[config.mk]
export PLATFORM = sky130hd
export DESIGN_NAME = mem_responder
export DESIGN_NICKNAME = d
export VERILOG_FILES = /design/src/rtl/mem_responder.sv
export SDC_FILE = /design/constraint.sdc
export NUM_CORES = 1
export LEC_CHECK = 0
export BUFFER_PORTS_ARGS = -buffer_cell sky130_fd_sc_hd__buf_2
export CAP_MARGIN = 10
export CORE_MARGIN = 5
export CORE_UTILIZATION = 50
export DETAILED_ROUTE_END_ITERATION = 8
export PLACE_DENSITY = 0.66
export REMOVE_ABC_BUFFERS = 1
export SYNTH_ARGS = -nofsm -noshare
export SYNTH_HDL_FRONTEND = slang
export SYNTH_SLANG_ARGS = --single-unit
[constraint.sdc]
create_clock -name clk -period 6.6 [get_ports clk]
set_input_delay 0.99 -clock clk [delete_from_list [all_inputs] [get_ports clk]]
set_output_delay 0.99 -clock clk [all_outputs]
set_load 0.1 [all_outputs]
[src/rtl/mem_responder.sv]
// Purpose: storage endpoint for the valid/ready single-port memory bus. Internal array mem, optional parity (macro PARITY_EN).
// Latency: a request captured at edge N gives a one-cycle ready in the cycle after edge N+LATENCY; back-to-back costs LATENCY+2.
// Backpressure: one request at a time; valid is ignored outside IDLE and captured values are used for the whole transfer.
module mem_responder #(
  parameter int WIDTH      = 8,
  parameter int DEPTH      = 32,
  parameter int ADDR_WIDTH = $clog2(DEPTH),
  parameter int LATENCY    = 2
) (
  input  logic                  clk,
  input  logic                  res,
  input  logic                  valid,
  input  logic                  wr_rd,
  input  logic [ADDR_WIDTH-1:0] addr,
  input  logic [WIDTH-1:0]      wdata,
  output logic                  ready,
  output logic [WIDTH-1:0]      rdata,
  output logic                  err
);

  typedef enum logic [1:0] {
    IDLE = 2'd0,
    WAIT = 2'd1,
    RESP = 2'd2
  } state_t;

  state_t                state, state_nxt;
  logic [3:0]            cnt, cnt_nxt;
  logic                  capture;
  logic                  enter_resp;

  logic [ADDR_WIDTH-1:0] addr_q;
  logic                  wr_q;
  logic [WIDTH-1:0]      wdata_q;
  logic                  err_q;

  // Request seen by the memory action: with LATENCY=0 the action happens on the capture edge itself
  logic [ADDR_WIDTH-1:0] acc_addr;
  logic                  acc_wr;
  logic [WIDTH-1:0]      acc_wdata;
  logic                  acc_in_range;
  logic [WIDTH-1:0]      rd_word;
  logic                  resp_err;

  logic [WIDTH-1:0]      mem [DEPTH];

`ifdef PARITY_EN
  logic [DEPTH-1:0]      par_mem;
`endif

  // Next-state and output decode; enter_resp marks the edge that performs the memory action
  always_comb begin
    state_nxt  = state;
    cnt_nxt    = cnt;
    capture    = 1'b0;
    enter_resp = 1'b0;
    ready      = 1'b0;
    err        = 1'b0;
    case (state)
      IDLE: begin
        if (valid) begin
          capture = 1'b1;
          cnt_nxt = 4'(LATENCY);
          if (LATENCY > 0) begin
            state_nxt = WAIT;
          end else begin
            state_nxt  = RESP;
            enter_resp = 1'b1;
          end
        end
      end
      WAIT: begin
        cnt_nxt = cnt - 4'd1;
        if (cnt <= 4'd1) begin
          state_nxt  = RESP;
          enter_resp = 1'b1;
        end
      end
      RESP: begin
        ready     = 1'b1;
        err       = err_q;
        state_nxt = IDLE;
      end
      default: state_nxt = IDLE;
    endcase
  end

  // Select live inputs on the capture edge, captured values otherwise, and form the response
  always_comb begin
    acc_addr     = capture ? addr  : addr_q;
    acc_wr       = capture ? wr_rd : wr_q;
    acc_wdata    = capture ? wdata : wdata_q;
    acc_in_range = int'(acc_addr) < DEPTH;
    rd_word      = acc_in_range ? mem[acc_addr] : '0;
`ifdef PARITY_EN
    resp_err     = !acc_in_range || (!acc_wr && ((^rd_word) != par_mem[acc_addr]));
`else
    resp_err     = !acc_in_range;
`endif
  end

  // State register and wait counter
  always_ff @(posedge clk) begin
    if (res) begin
      state <= IDLE;
      cnt   <= 4'd0;
    end else begin
      state <= state_nxt;
      cnt   <= cnt_nxt;
    end
  end

  // Hold the accepted request for the whole transfer
  always_ff @(posedge clk) begin
    if (res) begin
      addr_q  <= '0;
      wr_q    <= 1'b0;
      wdata_q <= '0;
    end else if (capture) begin
      addr_q  <= addr;
      wr_q    <= wr_rd;
      wdata_q <= wdata;
    end
  end

  // Response registers: rdata only changes on reads, err is latched for the RESP cycle
  always_ff @(posedge clk) begin
    if (res) begin
      rdata <= '0;
      err_q <= 1'b0;
    end else if (enter_resp) begin
      err_q <= resp_err;
      if (!acc_wr) begin
        rdata <= rd_word;
      end
    end
  end

  // Storage array; not reset so backdoor loads survive reset, and reset aborts pending writes
  always_ff @(posedge clk) begin
    if (!res && enter_resp && acc_wr && acc_in_range) begin
      mem[acc_addr] <= acc_wdata;
    end
  end

`ifdef PARITY_EN
  // Parity shadow: cleared on reset so every word starts out as even parity
  always_ff @(posedge clk) begin
    if (res) begin
      par_mem <= '0;
    end else if (enter_resp && acc_wr && acc_in_range) begin
      par_mem[acc_addr] <= ^acc_wdata;
    end
  end
`endif

endmodule

# --- Word level (Yosys, flattened, before mapping) ---
# Memories as Yosys holds them, arrays and structs flattened. A register that Yosys moved wholly into a read port is not among the register bits.
# Cells that the tools add are included.
word_totals:
  memories: 1
  in_bits: 17
  output_inout_bits: 10
  elab_cells: 36
  ram_bits: 256
  regBits: 20
mem_list:
  columns: ["memory", "words", "word_bits", "rd", "rd_ports_with_merged_regs", "write_ports", "line_no", "rtl"]
  rows:
  - ["mem", 32, 8, 1, 1, 1, "45", "logic [WIDTH-1:0] mem [DEPTH];"]
classes:
  bitwise: 1
  order_cmp: 1
  addsub: 1
  n_mux: 15
  reduce_logical: 8
  eq_ne: 4
ops:
  columns: ["cell", "count"]
  rows:
  - ["$mux W1", 8]
  - ["$mux W8", 1]
  - ["$pmux W4 S2", 1]
  - ["$reduce_and A2 Y1", 3]
  - ["$mux W5", 1]
  - ["$le A4 B1 Y1 const B", 1]
  - ["$mux W2", 2]
  - ["$mux W4", 1]
  - ["$ne A2 B2 Y1 const B", 2]
  - ["$pmux W2 S2", 1]
  - ["$sub A4 B1 Y4 const B", 1]
  - ["$eq A2 B1 Y1 const B", 1]
  - ["$eq A2 B2 Y1 const B", 1]
  - ["$logic_and A1 B1 Y1", 2]
  - ["$logic_not A2 Y1", 1]
  - ["$reduce_bool A2 Y1", 1]
  - ["$logic_not A1 Y1", 1]
  - ["$not A1 Y1", 1]

# --- Longest topological paths before layout ---
logic_depth:
  ltp_word: 7
  mapped_depth: 10
  ltp_nobuf: 7

# --- Least setup slack after synthesis ---
# Ideal clock, no wire load.
synth_timing:
  path_type: "in2reg"
  from: "input valid"
  to: "memory mem[1][0], enable pin"
  setup_ns: 0.370
  t_arrival_ns: 2.887
  n_path_buf: 3
  required_time_ns: 6.230
  path_slack_ns: 3.343
  cell_stages: 8
  path_cell_list: "nor3b_4 > o21ai_4 > buf_6 > buf_6 > buf_6 > nor4_1 > nand2_1 > nor2_1"
synth_between:
  elab_chain_len: 6
  elab_cells_between_ends: 7
  cone_classes: "mux (6); reduce/logical (1)"
synth_lines:
  columns: ["item", "line_no", "rtl"]
  rows:
  - ["start: declaration", "12", "input logic valid,"]
  - ["$mux W1 (*)", "61", "if (valid) begin"]
  - ["$mux W1 (*)", "59", "case (state)"]
  - ["$mux W1", null, null]
  - ["$logic_and A1 B1 Y1", "141", "if (!res && enter_resp && acc_wr && acc_in_range) begin"]
  - ["$mux W1", "141", null]
  - ["$mux W1 (implied by the code)", "142", "mem[acc_addr] <= acc_wdata;"]
  - ["end: declaration", "45", null]
# Mark *: on every way between the ends. The rest lies on a longest branch, timed or not.

# --- Worst setup path in the final report ---
layout_timing:
  from: "input valid"
  to: "register rdata[6] (read register of mem)"
layout_between:
  elab_chain_len: 5
  elab_cells_between_ends: 6
  cone_classes: "mux (4); bitwise (1); reduce/logical (1)"
layout_lines:
  columns: ["item", "line_no", "rtl"]
  rows:
  - ["$mux W1 (*)", "61", null]
  - ["$mux W1 (*)", "59", null]
  - ["$mux W1", null, null]
  - ["$not A1 Y1 (no line)", null, null]
  - ["$reduce_and A2 Y1 (no line)", null, null]
  - ["end: declaration", "17", "output logic [WIDTH-1:0] rdata,"]
# Marked as above.
# A chain may end at the register's enable or synchronous reset.

==> flow_metrics.py <==
metrics = {
    "layout": {
        "postLayoutCellArea_um2": 13500,
        "multi_input_area_um2": 3650,
        "seqCellArea_um2": 8250,
        "drive_above_1_share_pct": 19.5,
        "fin_nets": 823,
        "fillers": 1812,
        "areaGrowthSynthToFinish_pct": 11.1,
        "antenna_cells": 0,
    },
    "cts": {
        "cts_buffers": 29,
        "htreeDepth": 1,
        "clk_pin_slew_worst_paths_ns": 0.06,
        "insertion_delay_ns": 0.54,
        "clock-sinks": 284,
        "cts-resized-gates": 0,
        "cts_root_buffer": "clkbuf_16",
        "cts_tree": "yes",
        "holdBufCountCts": 0,
        "post-cts-setup-buffers": 0,
        "clk_path_buf_depth": 3,
    },
    "detailed_routing": {
        "met2_length_mm": 15.1,
        "wl_per_cell_um": 27.4,
        "wl_met3_mm": 2.73,
        "drtPass1Iterations": 7,
        "drt_wl_total_mm": 31.4,
        "wl_met1_mm": 12.8,
        "viasPerCell": 6.43,
        "initialDrtViolationCount": 981,
        "drcViolationCount": 0,
        "ant_nets": 0,
        "top_layer_used": "met4",
        "via_count": 7386,
    },
    "synth": {
        "synthArstFlopShare_pct": 0,
        "yosys.area.top_type": "edfxtp_1",
        "synth_edf_count": 256,
        "synth_area_um2": 12200,
        "synth-main-ff-cell": "edfxtp_1",
        "synth_seq_cells": 284,
        "synth_area_leaders": "edfxtp_1, mux4_2, dfxtp_1",
        "yosys_warnings": 0,
        "yosysUniqueCellTypes": 62,
        "ys_seq_area_share_pct": 67.7,
        "synth_top_area_share_pct": 63.1,
        "synthCells": 776,
        "syn_avg_cell_area_um2": 15.7,
    },
    "worst_setup_path": {
        "end_kind": "register",
        "cpPeakStageDelay_ns": 0.64,
        "r2r-end": "mem[3][6]$_DFFE_PP_",
        "critPathKind": "input port to register",
        "worstPathRequired_ns": 6.99,
        "crit_chain": "buf_2 -> or3b_4 -> a21oi_4 -> buf_4 -> mux2i_1 -> o21ai_0 -> a2111oi_0 -> a311oi_1",
        "slowest_stage": "or3b_4",
        "rr_worst_depth": 4,
        "cp_data_arrival_time_ns": 4.20,
        "cp-endpoint": "rdata[6]$_SDFFE_PP0P_",
        "r2r_slack_ns": 2.86,
        "cp-startpoint": "valid",
        "crit-reg2reg-launch": "state[0]$_SDFFE_PP0P_",
        "startpoint_type": "input port",
        "cp_max_fo": 38,
    },
    "die": {
        "rows": 57,
        "die-area_um2": 27600,
        "start_util_pct": 50.4,
        "coreArea_um2": 24200,
        "die_w_um": 166,
        "die_y_um": 166,
        "io_pins": 27,
    },
    "placed_design": {
        "io_buffers": 25,
        "hpwl_mm": 20.6,
        "gp_congestion": 0.938,
        "placed_area_um2": 12600,
    },
    "sta": {
        "setup-violations-final": 0,
        "fmax_mhz": 263,
        "final_max_slew_viol_count": 0,
        "rsz0062_at_grt": "no",
        "period_needed_ns": 3.81,
        "skew_ns": 0.0100,
        "tns_ns": 0,
        "fin_crit_sh_pct": 57.7,
        "hold_ws_ns": 0.468,
        "worstMarginPinSlew_ns": 1.17,
        "slew_headroom_pct": 21.6,
        "hold_violations": 0,
    },
    "power": {
        "peakVddDrop_v": 0.000178,
        "power_density_nw_per_um2": 307,
        "leakage_nw": 4.41,
    },
    "worst_hold_path": {
        "worst_hold_path_type": "register to register",
    },
    "job": {
        "maxCapViolCount": 0,
    },
    "global_route": {
        "grt_pass1_wl_mm": 47.1,
        "grt_max_degree": 39,
        "grtUsageTotal_pct": 22.5,
        "grt_pass1_vias": 7234,
        "grt-ovfl-total": 0,
        "antenna_found_initial": 0,
    },
    "status": {
        "status": "completed",
    },
}
-- worst min-delay path by stage --
stage	startpoint	endpoint	slack [ns]	cells after the start
6_report	wdata_q[0]$_SDFF_PP0_	wdata_q[0]$_SDFF_PP0_	0.47	2
5_1_grt	wdata_q[4]$_SDFF_PP0_	wdata_q[4]$_SDFF_PP0_	0.50	2
4_1_cts	wdata_q[0]$_SDFF_PP0_	wdata_q[0]$_SDFF_PP0_	0.47	2
3_5_place_dp	wdata_q[7]$_SDFF_PP0_	wdata_q[7]$_SDFF_PP0_	0.46	2
3_3_place_gp	wdata_q[1]$_SDFF_PP0_	wdata_q[1]$_SDFF_PP0_	0.45	2
2_1_floorplan	wdata_q[0]$_SDFF_PP0_	wdata_q[0]$_SDFF_PP0_	0.44	2
-- routing by layer --
metal,track usage (%),vias up
li1,-,3139
met1,32.4,3780
met2,36.6,403
met3,3.57,64
met4,5.34,0
met5,0,-
-- registers in the layout, indices dropped and copies added, names as in the netlist --
register	count
wr_q	1
state	2
rdata	8
cnt	4
addr_q	5
wdata_q	8
mem	256
-- synthesized netlist by cell type, drive strengths merged (7+ instances only) --
library cell,n
buf,27
o21a,7
a311oi,9
nor4,7
nand2,89
a211oi,8
nor2,81
mux4,62
o21ai,16
edfxtp,256
dfxtp,28
mux2i,31
a21oi,37
clkbuf,16
o32ai,7
o22ai,10
-- cells by family after synthesis --
kind of cell,Yosys count,share of synthesized area (%)
compound gates,134,7.79
fa+ha+maj,2,0.205
buf+inv,49,2.40
flops,284,67.7
mux,96,14.3
other cells,1,0.0308
simple gates,210,7.60
-- critical path, delay by kind of cell --
| family | cells | cell delay [ns] |
|---|---|---|
| AO/OA/AOI/OAI | 4 | 1.43 |
| buffers and inverters | 2 | 0.74 |
| multiplexers | 1 | 0.36 |
| AND/OR/NAND/NOR | 1 | 0.64 |
-- metrics by stage --
step / util (%) / total power [W] / setup WS [ns] / cells
after global routing: 56.0 / 0.00427 / 2.61 / 1148
after detailed placement: 52.0 / 0.00251 / 2.30 / 1097
after floorplan: - / 0.00235 / 2.51 / 733
after CTS: 56.0 / 0.00416 / 2.83 / 1148
final: 56.0 / 0.00415 / 2.79 / 1148
after global placement: 52.0 / 0.00251 / 2.38 / 1097
-- layout make-up --
cell class                      instances  area share (%)
Sequential cell                       284            60.9
Multi-Input combinational cell        443            26.9
Clock buffer                           31            5.42
Tap cell                              324            2.99
Clock inverter                         20            1.79
Timing Repair Buffer                   40            1.76
Inverter                                6           0.166
-- placed cells by master (no fill, tap or decap), types with 3 or more instances in the layout --
cell type   instances
o211ai_1            3
o21a_1              7
nor4_1              7
a311oi_1            9
mux2i_1            31
o22ai_1            10
nand2_1            88
nand2b_1            3
o2111a_1            3
nand3b_1            4
inv_1               6
a31oi_1             4
clkinvlp_4          3
o21ai_0            15
a21o_1              3
clkinv_2            6
clkbuf_16          29
buf_2              25
bufinv_16           5
nand3_1             4
nor2_1             81
buf_4              15
nor2b_1             3
nor3_1              5
o32ai_1             7
mux2_2              3
dfxtp_1            27
clkinv_1            4
a21oi_1            36
mux4_2             62
edfxtp_1          256
a211oi_1            8
-- where the power goes --
part | switching, W | internal (W)
Clock | 0.000675 | 0.000998
Sequential | 0.0000279 | 0.00201
Combinational | 0.000307 | 0.000136
Total | 0.00101 | 0.00314
(Power assumes the default switching activity.)
